`src/rtl/frequency_window_counter.sv`:
```
// frequency_window_counter
// Measures an asynchronous input over each window bounded by the analyzer's
// start/stop strobes: rising edges, high-time cycles and window length.
// Results are registered and announced with a one-cycle result_valid pulse.
// One instance serves one analyzer channel.

module frequency_window_counter #(
  parameter int unsigned COUNTER_WIDTH = 32,
  // Synchronizer depth on signal_in; must be at least 2.
  parameter int unsigned SYNC_STAGES   = 2
) (
  input  logic                     clock,
  input  logic                     reset,
  input  logic                     enable,
  input  logic                     signal_in,
  input  logic                     start_analyzer,
  input  logic                     stop_analyzer,
  output logic [COUNTER_WIDTH-1:0] edge_count,
  output logic [COUNTER_WIDTH-1:0] high_cycles,
  output logic [COUNTER_WIDTH-1:0] window_cycles,
  output logic                     result_valid,
  output logic                     busy,
  output logic                     overflow
);

  typedef enum logic {
    IDLE     = 1'b0,
    COUNTING = 1'b1
  } state_t;

  localparam logic [COUNTER_WIDTH-1:0] CNT_MAX = '1;
  localparam logic [COUNTER_WIDTH-1:0] CNT_ONE = COUNTER_WIDTH'(1);

  // Increment that sticks at all-ones instead of wrapping.
  function automatic logic [COUNTER_WIDTH-1:0] sat_inc(
    input logic [COUNTER_WIDTH-1:0] cnt,
    input logic                     inc
  );
    if (inc && (cnt != CNT_MAX)) return cnt + CNT_ONE;
    return cnt;
  endfunction

  state_t                   state;
  logic [SYNC_STAGES-1:0]   sync_q;
  logic                     s_sync;
  logic                     s_prev;
  logic                     rise;

  logic [COUNTER_WIDTH-1:0] win_cnt;
  logic [COUNTER_WIDTH-1:0] hi_cnt;
  logic [COUNTER_WIDTH-1:0] edge_cnt;
  logic                     ovf;

  logic [COUNTER_WIDTH-1:0] win_nx;
  logic [COUNTER_WIDTH-1:0] hi_nx;
  logic [COUNTER_WIDTH-1:0] edge_nx;
  logic                     ovf_nx;

  // Synchronizer chain plus edge register; runs every cycle regardless of state.
  always_ff @(posedge clock) begin
    // NOTE: sequential state uses non-blocking assignments so every flop
    // samples the pre-edge value of its neighbours (the shift relies on it).
    if (reset) begin
      sync_q <= '0;
      s_prev <= 1'b0;
    end else begin
      sync_q <= {sync_q[SYNC_STAGES-2:0], signal_in};
      s_prev <= s_sync;
    end
  end

  assign s_sync = sync_q[SYNC_STAGES-1];
  assign rise   = s_sync & ~s_prev;

  // Values the counters take if the current cycle is counted. The stop cycle
  // belongs to the window, so these are also what gets published on stop.
  assign win_nx  = sat_inc(win_cnt, 1'b1);
  assign hi_nx   = sat_inc(hi_cnt, s_sync);
  assign edge_nx = sat_inc(edge_cnt, rise);
  assign ovf_nx  = ovf
                 | (win_nx  == CNT_MAX)
                 | (hi_nx   == CNT_MAX)
                 | (edge_nx == CNT_MAX);

  // Window control FSM, counters and registered result outputs.
  always_ff @(posedge clock) begin
    if (reset) begin
      state         <= IDLE;
      busy          <= 1'b0;
      win_cnt       <= '0;
      hi_cnt        <= '0;
      edge_cnt      <= '0;
      ovf           <= 1'b0;
      edge_count    <= '0;
      high_cycles   <= '0;
      window_cycles <= '0;
      overflow      <= 1'b0;
      result_valid  <= 1'b0;
    end else begin
      result_valid <= 1'b0;

      case (state)
        IDLE: begin
          // Stop is meaningless without an open window; start wins over it.
          if (enable && start_analyzer) begin
            state    <= COUNTING;
            busy     <= 1'b1;
            win_cnt  <= '0;
            hi_cnt   <= '0;
            edge_cnt <= '0;
            ovf      <= 1'b0;
          end
        end

        COUNTING: begin
          if (!enable) begin
            // Abort: drop the window silently, previous results stay visible.
            state <= IDLE;
            busy  <= 1'b0;
          end else begin
            if (stop_analyzer) begin
              edge_count    <= edge_nx;
              high_cycles   <= hi_nx;
              window_cycles <= win_nx;
              overflow      <= ovf_nx;
              result_valid  <= 1'b1;
            end

            if (start_analyzer) begin
              // Restart (alone) or back-to-back reopen (with stop): the strobe
              // cycle itself is not part of the new window.
              win_cnt  <= '0;
              hi_cnt   <= '0;
              edge_cnt <= '0;
              ovf      <= 1'b0;
            end else if (stop_analyzer) begin
              state <= IDLE;
              busy  <= 1'b0;
            end else begin
              win_cnt  <= win_nx;
              hi_cnt   <= hi_nx;
              edge_cnt <= edge_nx;
              ovf      <= ovf_nx;
            end
          end
        end

        default: begin
          state <= IDLE;
          busy  <= 1'b0;
        end
      endcase
    end
  end

endmodule

```
`config.mk`:
```
export PLATFORM = sky130hd
export DESIGN_NAME = frequency_window_counter
export DESIGN_NICKNAME = d
export VERILOG_FILES = /design/src/rtl/frequency_window_counter.sv
export SDC_FILE = /design/constraint.sdc
export NUM_CORES = 1
export LEC_CHECK = 0
export ABC_CLOCK_PERIOD_IN_PS = 4100
export BUFFER_PORTS_ARGS = -buffer_cell sky130_fd_sc_hd__buf_2
export CAP_MARGIN = 25
export CORE_UTILIZATION = 44
export CTS_CLUSTER_SIZE = 8
export DETAILED_ROUTE_END_ITERATION = 12
export PLACE_DENSITY_LB_ADDON = 0.3
export REMOVE_ABC_BUFFERS = 1
export SLEW_MARGIN = 40
export SYNTH_ARGS = -nofsm -noshare
export SYNTH_HDL_FRONTEND = slang
export SYNTH_SLANG_ARGS = --single-unit
```
`constraint.sdc`:
```
create_clock -name clock -period 4.1 [get_ports clock]
set_input_delay 0.82 -clock clock [delete_from_list [all_inputs] [get_ports clock]]
set_output_delay 0.82 -clock clock [all_outputs]
set_load 0.02 [all_outputs]
```
==> run summary <==
The flow ran to the end, and the final reports show no timing, DRC or antenna violations. The post-synthesis compound-gate area fraction works out to 0.190. Flip-flop cell with the highest count after synthesis: dfxtp_1. By instance count, the cell type seen most on the critical path is nand4_1. The worst path needs 3650 ps of the cycle, external delays included. The post-layout utilization of the core is 0.508. The sequential area share after synthesis was 0.389. The HPWL after detailed placement was 18400 um. The worst setup path is of the flop to flop kind. Counting the buffers created by CTS gives 17. For the deepest clock path buffer count, the log shows 2. The share of the clock period used by the worst path after layout was 0.889. The share of post-route cells with drive strength above 1 is 0.130. The adder and majority gate portion of the synthesized area is 0.00365, and the final worst clock skew is 8.11 ps. Entering global routing, the biggest net connects 106 pins. The number of max-slew violations in the final report was 0. The post-cts gate resize count was 0; the total negative setup slack was 0 ps. The tightest slew margin relative to the limit was 0.441. The via count of the first global-routing pass is 8741.

The logs give 7 for the total iterations of the first detailed-routing run and 105 for the number of top-level design ports. The congestion estimate from routability-driven global placement came to 0.997. Port buffering added 104 buffers. The final route contains 9784 vias. The leakage power total was 0.00391 uW; the minimum hold slack was 447 ps.

Clock root buffer master: clkbuf_16. The run gives 1659 as the placed cell count. The power density over the cells is 345 nW/um^2.

The tools report the post-layout instance count excluding filler cells as 1691. The count of endpoints failing hold in the final timing report came out at 0. For this run, the number of Yosys warnings is 0. The share of the synthesized netlist area taken by xor and xnor gates is 0.0715, and the sum of routed wire length over all layers is 27800 um. The die boundary width works out to 155 um. Measured along the y axis, the die boundary spans 155 um.

The actual slew at the worst max-slew pin was 838 ps. The kind of cell with the highest combined delay on the critical path is simple AND/OR/NAND/NOR gates. The simple-gate area share of the yosys netlist is 0.292, and the fraction of registers with async set or reset after synthesis is 0. The maximum fanout count along the critical path works out to 15. The tools report the post-synthesis instance area as 10300 um^2. The tools report the total of endpoints with negative setup slack in the final report as 0.

Global routing finished with a remaining overflow of 0. The number of different library cells in the post-synthesis netlist came out at 68. Setup repair after global routing left no endpoint under its margin. The number of clock sinks seen by CTS is 200, and the clock-pin slew on the worst setup and hold paths is 70 ps. The final critical-path setup slack is 454 ps, and the number of cells produced by synthesis is 1334. The number of inserted diodes was 0; the footprint of the multi-input gates was 5790 um^2.

The average vias per placed instance came out at 5.79. After detailed routing, the number of remaining DRC violations is 0. The number of register bits inferred by synthesis was 200; the number of maximum-capacitance violations was 0.

For this block, the initial DRC count from the detailed router was 1010. The initial standard-cell utilization of the core was 0.452; the maximum level of the CTS H-tree was 4. TritonCTS built the clock tree.

The proportion of netlist area held by the largest area contributor was 0.389. Timing would allow up to 274 MHz. Ranked by total cell area, the synthesized netlist is headed by dfxtp_1, nor2_1, a211oi_1. After clock tree synthesis, the setup repair step added 0 buffers.

After synthesis, the mean cell area works out to 7.71 um^2. For this design, the CTS-stage hold fixing added 0 buffers. Count of flip-flops with a built-in enable after synthesis: 0.

The slowest stage of the critical path is the nor4_1 cell. For the worst setup path, the data arrival time is 3930 ps. The die area came out at 24000 um^2. The tightest min-delay check is of the flop to flop type. dfxtp_1 takes more of the synthesized area than any other cell. The kind of start point of the critical path was a flop. The total area inside the core boundary comes to 22800 um^2. Nature of the critical path endpoint: a flop. The sequential cells in the finished layout cover a total of 4000 um^2. The fraction of synthesized area in multiplexers is 0.00195, and the average wire per standard cell is 16.4 um. The placement row count was 55; the buffer and inverter count on the worst path was 0.

Clock latency on the worst-skew pair, taken at its later pin, is 440 ps. Delay of the slowest cell on the worst path: 730 ps. Relative to the synthesized area, the layout overhead comes to 12.6%. The detail route stage leaves a number of antenna-violating nets equal to 0.

The final layout contains 1374 nets. The first global-routing pass estimated 45000 um of wire. VDD sags by at most 0.221 mV. The number of antenna violations at the first check in global routing came out at 0.

Traced cell by cell, the critical path runs through nand4_1 > nor4_1 > nand3_1 > nand4_1 > xor2_1 > nor4b_1 > and4_1 > a41oi_1 > a211oi_2. Combinational family with the most area after synthesis: simple AND/OR/NAND/NOR gates. The endpoint required time on the critical path was 4390 ps; the worst-case setup slack after placement was 657 ps. The combined global-route utilization of all metal layers is 0.230, and the fill cell total of the finished layout is 2164.
## stage by stage
stage	cell area (um^2)	power, uW
floorplan	9790	2110
global placement	10900	2200
detailed placement	10900	2200
CTS	11600	4020
global route	11600	4130
finish	11600	3990
## report_power, final
| group | internal, uW | total (uW) | switching (uW) |
|---|---|---|---|
| logic | 50.1 | 181 | 131 |
| clock network | 1060 | 1830 | 773 |
| registers | 1960 | 1980 | 12.5 |
## flip-flops by register name (all words and copies together) (netlist names), 2 cells and up
register,count
high_cycles,32
hi_cnt,32
window_cycles,32
sync_q,2
edge_cnt,32
win_cnt,32
edge_count,32
## per-layer routing
metal,global-route usage,share of wire,vias up
li1,-,-,4824
met1,0.317,0.47,4536
met2,0.366,0.45,367
met3,0.0337,0.061,57
met4,0.0835,0.023,0
met5,0,0,-
## kinds of logic after synthesis
group / Yosys count
DFF: 200
muxes: 2
AOI/OAI and AO/OA: 302
and+or+nand+nor: 623
buffers and inverters: 120
xor gates and xnor gates: 84
adders and majority gates: 3
## cell type report
| type | instances | share of cell area |
|---|---|---|
| Clock buffer | 19 | 0.0391 |
| Timing Repair Buffer | 122 | 0.0615 |
| Sequential cell | 200 | 0.346 |
| Inverter | 10 | 0.00324 |
| Tap cell | 313 | 0.0338 |
| Multi-Input combinational cell | 1014 | 0.500 |
| Clock inverter | 13 | 0.0166 |
## synthesized netlist by cell type, types with 20 or more instances
| library cell | count |
|---|---|
| nor2_1 | 257 |
| dfxtp_1 | 200 |
| nand2_1 | 109 |
| a21oi_1 | 93 |
| clkbuf_1 | 90 |
| a211oi_1 | 65 |
| o21ai_0 | 53 |
| nor3_1 | 51 |
| xnor2_1 | 47 |
| nand3_1 | 44 |
| nand4_1 | 38 |
| xor2_1 | 37 |
| a22oi_1 | 26 |
| nor4_1 | 23 |
| and3_1 | 20 |
## final timing paths
| check | from | end | slack (ps) | cells after the start |
|---|---|---|---|---|
| setup / recovery | win_cnt[24]$_SDFFE_PP0P_ | ovf$_SDFFE_PP0P_ | 450 | 9 |
| hold / removal | sync_q[0]$_SDFF_PP0_ | sync_q[1]$_SDFF_PP0_ | 450 | 1 |
| setup reg to reg | win_cnt[24]$_SDFFE_PP0P_ | ovf$_SDFFE_PP0P_ | 450 | 9 |
| hold reg to reg | sync_q[0]$_SDFF_PP0_ | sync_q[1]$_SDFF_PP0_ | 450 | 1 |
## cell usage in the layout, fill, tap and decap left out, types with 4 or more instances in the layout
cell / count
nand4_1: 38
buf_4: 14
bufinv_16: 4
nand2_1: 109
o21ai_0: 52
nand3_1: 43
clkbuf_16: 17
and2_1: 6
clkinvlp_4: 4
or3_1: 17
a31oi_1: 15
a311oi_1: 13
dfxtp_1: 200
inv_1: 10
a211oi_1: 65
buf_2: 103
buf_12: 4
and3_1: 20
a21oi_1: 93
xor2_1: 37
o211ai_1: 4
a22oi_1: 26
and4_1: 12
xnor2_1: 47
nand2b_1: 5
nor2b_1: 11
nor4_1: 23
nor2_1: 256
nor3_1: 50
No activity file was read; power rests on OpenSTA's default activity.
